`src/rtl/ob_pkg.sv`:
```
// ----------------------------------------------------------------------------
// ob_pkg
// Shared types for the order-book ingress path.
//   cmd_t          : packed command as seen by the order book
//   CMD_BITS       : width of cmd_t
//   CMD_BYTES      : bytes needed to carry one cmd_t on the byte stream
//   deser_state_t  : framing FSM states of ob_cmd_deser
// ----------------------------------------------------------------------------
package ob_pkg;

    typedef enum logic [1:0] {
        OP_ADD    = 2'd0,
        OP_CANCEL = 2'd1,
        OP_MODIFY = 2'd2,
        OP_NOP    = 2'd3
    } op_t;

    typedef struct packed {
        op_t         op;
        logic        side;
        logic [15:0] order_id;
        logic [15:0] price;
        logic [11:0] qty;
    } cmd_t;

    localparam int unsigned CMD_BITS  = $bits(cmd_t);
    localparam int unsigned CMD_BYTES = (CMD_BITS + 7) / 8;

    typedef enum logic [1:0] {
        IDLE = 2'd0,
        PAY  = 2'd1,
        CHK  = 2'd2,
        ISS  = 2'd3
    } deser_state_t;

endpackage

```
`src/rtl/ob_sat_cnt.sv`:
```
// ----------------------------------------------------------------------------
// ob_sat_cnt
// Saturating up-counter; sticks at all-ones.
//   clk    in   clock
//   rst    in   synchronous active-high reset (clears count)
//   inc_i  in   increment request
//   cnt_o  out  current count (W bits)
// ----------------------------------------------------------------------------
module ob_sat_cnt #(
    parameter int unsigned W = 16
) (
    input  logic         clk,
    input  logic         rst,
    input  logic         inc_i,
    output logic [W-1:0] cnt_o
);

    logic [W-1:0] cnt_q;

    always_ff @(posedge clk) begin
        if (rst) begin
            cnt_q <= '0;
        end else if (inc_i && (cnt_q != '1)) begin
            cnt_q <= cnt_q + W'(1);
        end
    end

    assign cnt_o = cnt_q;

endmodule

```
`src/rtl/ob_cmd_deser.sv`:
```
// ----------------------------------------------------------------------------
// ob_cmd_deser
// Assembles framed commands (SOF, CMD_BYTES payload, XOR checksum) from a byte
// stream into cmd_t and issues them to the order book ingress queue. Frames
// with a bad checksum or an over-long inter-byte gap are dropped and counted.
//   clk            in   clock
//   rst            in   synchronous active-high reset
//   in_vld/in_data in   byte stream, accepted when in_vld & in_rdy
//   in_rdy         out  byte ready (low in ISS and while rst is high)
//   cmd_vld_r      out  registered one-cycle issue pulse
//   cmd_r          out  assembled command, held until the next issue
//   cmd_full_r     in   ingress queue full, blocks issue while high
//   stat_frames_r  out  saturating count of issued frames
//   stat_err_r     out  saturating count of dropped frames
// ----------------------------------------------------------------------------
module ob_cmd_deser
    import ob_pkg::*;
#(
    parameter int unsigned CMD_BYTES = ob_pkg::CMD_BYTES,
    parameter logic [7:0]  SOF       = 8'hA5,
    parameter int unsigned TIMEOUT_N = 64,
    parameter int unsigned STAT_W    = 16
) (
    input  logic              clk,
    input  logic              rst,
    input  logic              in_vld,
    input  logic [7:0]        in_data,
    output logic              in_rdy,
    output logic              cmd_vld_r,
    output cmd_t              cmd_r,
    input  logic              cmd_full_r,
    output logic [STAT_W-1:0] stat_frames_r,
    output logic [STAT_W-1:0] stat_err_r
);

    localparam int unsigned IDX_W = (CMD_BYTES > 1) ? $clog2(CMD_BYTES) : 1;
    localparam int unsigned GAP_W = $clog2(TIMEOUT_N + 1);
    localparam logic [IDX_W-1:0] IDX_LAST = IDX_W'(CMD_BYTES - 1);
    localparam logic [GAP_W-1:0] GAP_LAST = GAP_W'(TIMEOUT_N - 1);

    deser_state_t         state_q, state_d;
    logic [IDX_W-1:0]     idx_q,   idx_d;
    // Only CMD_BITS are kept: pad MSBs of the first byte shift straight out.
    logic [CMD_BITS-1:0]  shift_q, shift_d;
    logic [7:0]           csum_q,  csum_d;
    logic [GAP_W-1:0]     gap_q,   gap_d;
    cmd_t                 cmd_q,   cmd_d;
    logic                 vld_q,   vld_d;
    logic                 frame_inc, err_inc;
    logic                 acc;

    assign in_rdy = ~rst & (state_q != ISS);
    assign acc    = in_vld & in_rdy;

    always_comb begin
        state_d   = state_q;
        idx_d     = idx_q;
        shift_d   = shift_q;
        csum_d    = csum_q;
        gap_d     = '0;
        cmd_d     = cmd_q;
        vld_d     = 1'b0;
        frame_inc = 1'b0;
        err_inc   = 1'b0;

        unique case (state_q)
            IDLE: begin
                if (acc && (in_data == SOF)) begin
                    state_d = PAY;
                    idx_d   = '0;
                    csum_d  = '0;
                end
            end
            PAY: begin
                if (acc) begin
                    shift_d = CMD_BITS'({shift_q, in_data});
                    csum_d  = csum_q ^ in_data;
                    if (idx_q == IDX_LAST) begin
                        state_d = CHK;
                    end else begin
                        idx_d = idx_q + IDX_W'(1);
                    end
                end else if (gap_q == GAP_LAST) begin
                    // Expiry only fires on a cycle with no accepted byte.
                    err_inc = 1'b1;
                    state_d = IDLE;
                end else begin
                    gap_d = gap_q + GAP_W'(1);
                end
            end
            CHK: begin
                if (acc) begin
                    if (in_data == csum_q) begin
                        state_d = ISS;
                    end else begin
                        err_inc = 1'b1;
                        state_d = IDLE;
                    end
                end else if (gap_q == GAP_LAST) begin
                    err_inc = 1'b1;
                    state_d = IDLE;
                end else begin
                    gap_d = gap_q + GAP_W'(1);
                end
            end
            ISS: begin
                if (!cmd_full_r) begin
                    vld_d     = 1'b1;
                    cmd_d     = cmd_t'(shift_q);
                    frame_inc = 1'b1;
                    state_d   = IDLE;
                end
            end
            default: state_d = IDLE;
        endcase
    end

    always_ff @(posedge clk) begin
        if (rst) begin
            state_q <= IDLE;
            idx_q   <= '0;
            shift_q <= '0;
            csum_q  <= '0;
            gap_q   <= '0;
            cmd_q   <= '0;
            vld_q   <= 1'b0;
        end else begin
            state_q <= state_d;
            idx_q   <= idx_d;
            shift_q <= shift_d;
            csum_q  <= csum_d;
            gap_q   <= gap_d;
            cmd_q   <= cmd_d;
            vld_q   <= vld_d;
        end
    end

    assign cmd_vld_r = vld_q;
    assign cmd_r     = cmd_q;

    ob_sat_cnt #(.W(STAT_W)) u_stat_frames (
        .clk   (clk),
        .rst   (rst),
        .inc_i (frame_inc),
        .cnt_o (stat_frames_r)
    );

    ob_sat_cnt #(.W(STAT_W)) u_stat_err (
        .clk   (clk),
        .rst   (rst),
        .inc_i (err_inc),
        .cnt_o (stat_err_r)
    );

endmodule

```
`config.mk`:
```
export PLATFORM = sky130hd
export DESIGN_NAME = ob_cmd_deser
export DESIGN_NICKNAME = d
export VERILOG_FILES = /design/src/rtl/ob_pkg.sv /design/src/rtl/ob_sat_cnt.sv /design/src/rtl/ob_cmd_deser.sv
export SDC_FILE = /design/constraint.sdc
export NUM_CORES = 1
export LEC_CHECK = 0
export CAP_MARGIN = 20
export CORE_MARGIN = 2
export CORE_UTILIZATION = 50
export CTS_BUF_LIST = sky130_fd_sc_hd__clkbuf_8
export DETAILED_ROUTE_END_ITERATION = 6
export PLACE_DENSITY = 0.75
export SLEW_MARGIN = 10
export SYNTH_ARGS = -nofsm -noshare
export SYNTH_HDL_FRONTEND = slang
export SYNTH_SLANG_ARGS = --single-unit
```
`constraint.sdc`:
```
create_clock -name clk -period 3.7 [get_ports clk]
set_input_delay 0.74 -clock clk [delete_from_list [all_inputs] [get_ports clk]]
set_output_delay 0.74 -clock clk [all_outputs]
set_load 0.01 [all_outputs]
```
==> results.toml <==
[route]
firstDrtPassIters = 7
wl_per_cell_um = 13.5
first_iter_violations = 267
num_vias = 5240
ant_nets = 0
wl_mm = 13.1
drc = 7
vias_per_cell = 5.39

[floorplan]
die_w_um = 113
io-pin-count = 93
die_y_um = 113
start_util_pct = 51.8
die_area_sq_mm = 0.0128
num_rows = 39
coreArea_sq_mm = 0.0115

[sta]
max_freq_mhz = 364
finalSetupTns_ns = 0
final_hold_viol_count = 0
skew_ns = 0.00880
finalSetupViolCount = 0
period_share_pct = 74.3
relSlewSlack_pct = 37.1
tightest_slew_ns = 0.944
period_needed_ns = 2.75
drv_slew = 0
rsz0062_at_grt = "no"

[clocking]
clkLatencyLatePin_ns = 0.45
h-tree-depth = 4
cts_resized = 0
hold_buffers = 0
clock-sinks = 147
tritoncts = "yes"
clk_pin_slew_worst_paths_ns = 0.07
numCtsBuffers = 17
cts_root_buf = "clkbuf_8"
post_cts_buffers = 0
clockBufferDepth = 2

[global_routing]
overflow = 0
grt_use_total_pct = 21.1
grt_pass1_vias = 4834
grt_first_pass_wirelength_mm = 22.2
antenna_found_initial = 0
grt_max_degree = 97

[final_layout]
insertedDiodeCount = 0
layout_commonest_cell = "nand2_1"
post-route-util_pct = 63.7
final_cell_mix = "nand2_1, dfxtp_1, a21oi_1, clkdlybuf4s50_1, nor2_1"
fin_nets = 840
drive_above_1_share_pct = 5.18
final_cells = 973
area_growth_pct = 22.9

[run_status]
outcome = "finished with violations"
violations = "DRC"

[power_and_ir_drop]
switchingPower_mw = 0.608
power.density_mw_per_mm2 = 391
pwr-share-clk_pct = 41.9
max-vdd-ir-drop_mv = 0.191
sw_frac_of_total_pct = 21.2
p_int_mw = 2.26
leakagePower_nw = 2.43
share_comb_of_total_power_pct = 2.8
finalPower_mw = 2.87
p_seq_share_pct = 55.3

[synth]
ys_types = 52
syn_inst = 741
seq_area_frac_synth_pct = 49.3
synthFlopType = "dfxtp_1"
syn_nets = 762
avgSynthCellArea_sq_um = 8.05
synth_edf_count = 0
yosys_warnings = 0
yosys_register_bits = 147
async_reset_ff_share_pct = 0
synth_area_sq_mm = 0.00597

[placement]
port_buffers = 92
place_inst = 943
routabilityCongestion = 0.880
dp_hpwl_mm = 8.97

[worst_setup_path]
cp-end-kind = "register"
cp_slowest_stage_delay_ns = 0.60
path_class = "input pin to register"
cp_cell_sequence = "clkdlybuf4s50_1 > nor4bb_1 > and3_1 > o21ai_1 > nor2_1 > nand3b_1 > a21oi_1"
cp_data_arrival_time_ns = 3.12
crit_fanout = 9
worst_ep_required_time_ns = 4.07
startpoint_type = "input pin"
slowest_stage = "clkdlybuf4s50_1"

[job]
max_cap_violations = 0

[worst_hold_path]
hold_class = "register to register"
metrics by stage:
stage          instance area, sq um  hold slack (ns)  setup WS [ns]
2_1_floorplan                  5970            0.418           1.36
3_3_place_gp                   6950            0.428          0.684
3_5_place_dp                   6950            0.446          0.563
4_1_cts                        7330            0.456           1.03
5_1_grt                        7330            0.473          0.814
6_report                       7330            0.454          0.952
cell families (layout without fill, tap and decap cells):
family	count (synthesis)	count (layout)	synth area share, %
simple gates	342	342	25.3
compound gates	151	151	13.6
flops	147	147	49.3
buf+inv	51	140	3.56
xor+xnor	33	33	4.84
fa+ha+maj	9	9	1.89
mux	8	8	1.43
layer usage:
metal	vias up	global-route usage, %	wire length, um
met2	125	35.1	6380
li1	2635	-	-
met5	-	0	0
met1	2463	26.7	5950
met4	0	8.86	223
met3	17	4.50	572
synth_stat cells, drive strengths merged (5+ instances only):
master    n  area [sq um]
clkbuf   34           138
ha        9           113
a21oi   112           561
xor2     24           210
nor2     59           224
nand3    24           125
nand3b   10          75.1
nor3      7          35.0
nand2   203           762
inv      12          45.0
dfxtp   147          2940
and3      6          37.5
buf       5          30.0
xnor2     9          78.8
o21ai    20           100
state kept, by name, indices dropped and copies added, names as in the netlist, 2 cells and up:
name,cells
gap_q,7
state_q,2
cmd_r,47
u_stat_err.cnt_o,16
shift_q,47
idx_q,3
u_stat_frames.cnt_o,16
csum_q,8
worst paths after layout:
kind / startpoint / end / slack, ns / depth (start not counted)
max: in_data[7] / csum_q[5]$_SDFFE_PP0P_ / 0.95 / 7
min: cmd_r[22]$_SDFFE_PP0P_ / cmd_r[22]$_SDFFE_PP0P_ / 0.45 / 2
max reg2reg: state_q[0]$_SDFFE_PP0P_ / u_stat_err.cnt_o[5]$_SDFFE_PP0P_ / 1.09 / 7
min reg2reg: cmd_r[22]$_SDFFE_PP0P_ / cmd_r[22]$_SDFFE_PP0P_ / 0.45 / 2
cell type report:
cell class | count | area [sq um]
fill | 1033 | 4180
sequential | 147 | 2940
multi-input combinational | 543 | 2820
timing repair buffer | 98 | 963
clock buffer | 21 | 289
tap | 143 | 179
clock inverter | 9 | 91.3
inverter | 12 | 45.0
power by group through the flow:
stage               Clock, mW  Sequential (mW)  Combinational [mW]
finish                   1.20             1.58              0.0817
global route             1.30             1.58              0.0899
CTS                      1.23             1.58              0.0814
detailed placement          0             1.62              0.0812
global placement            0             1.62              0.0793
floorplan                   0             1.62              0.0539
critical path, delay by kind of cell:
family	cells	cell delay (ns)
AO/OA/AOI/OAI	2	0.35
buffers and inverters	1	0.60
AND/OR/NAND/NOR	4	1.42
Power figures use the tool's default switching activity.
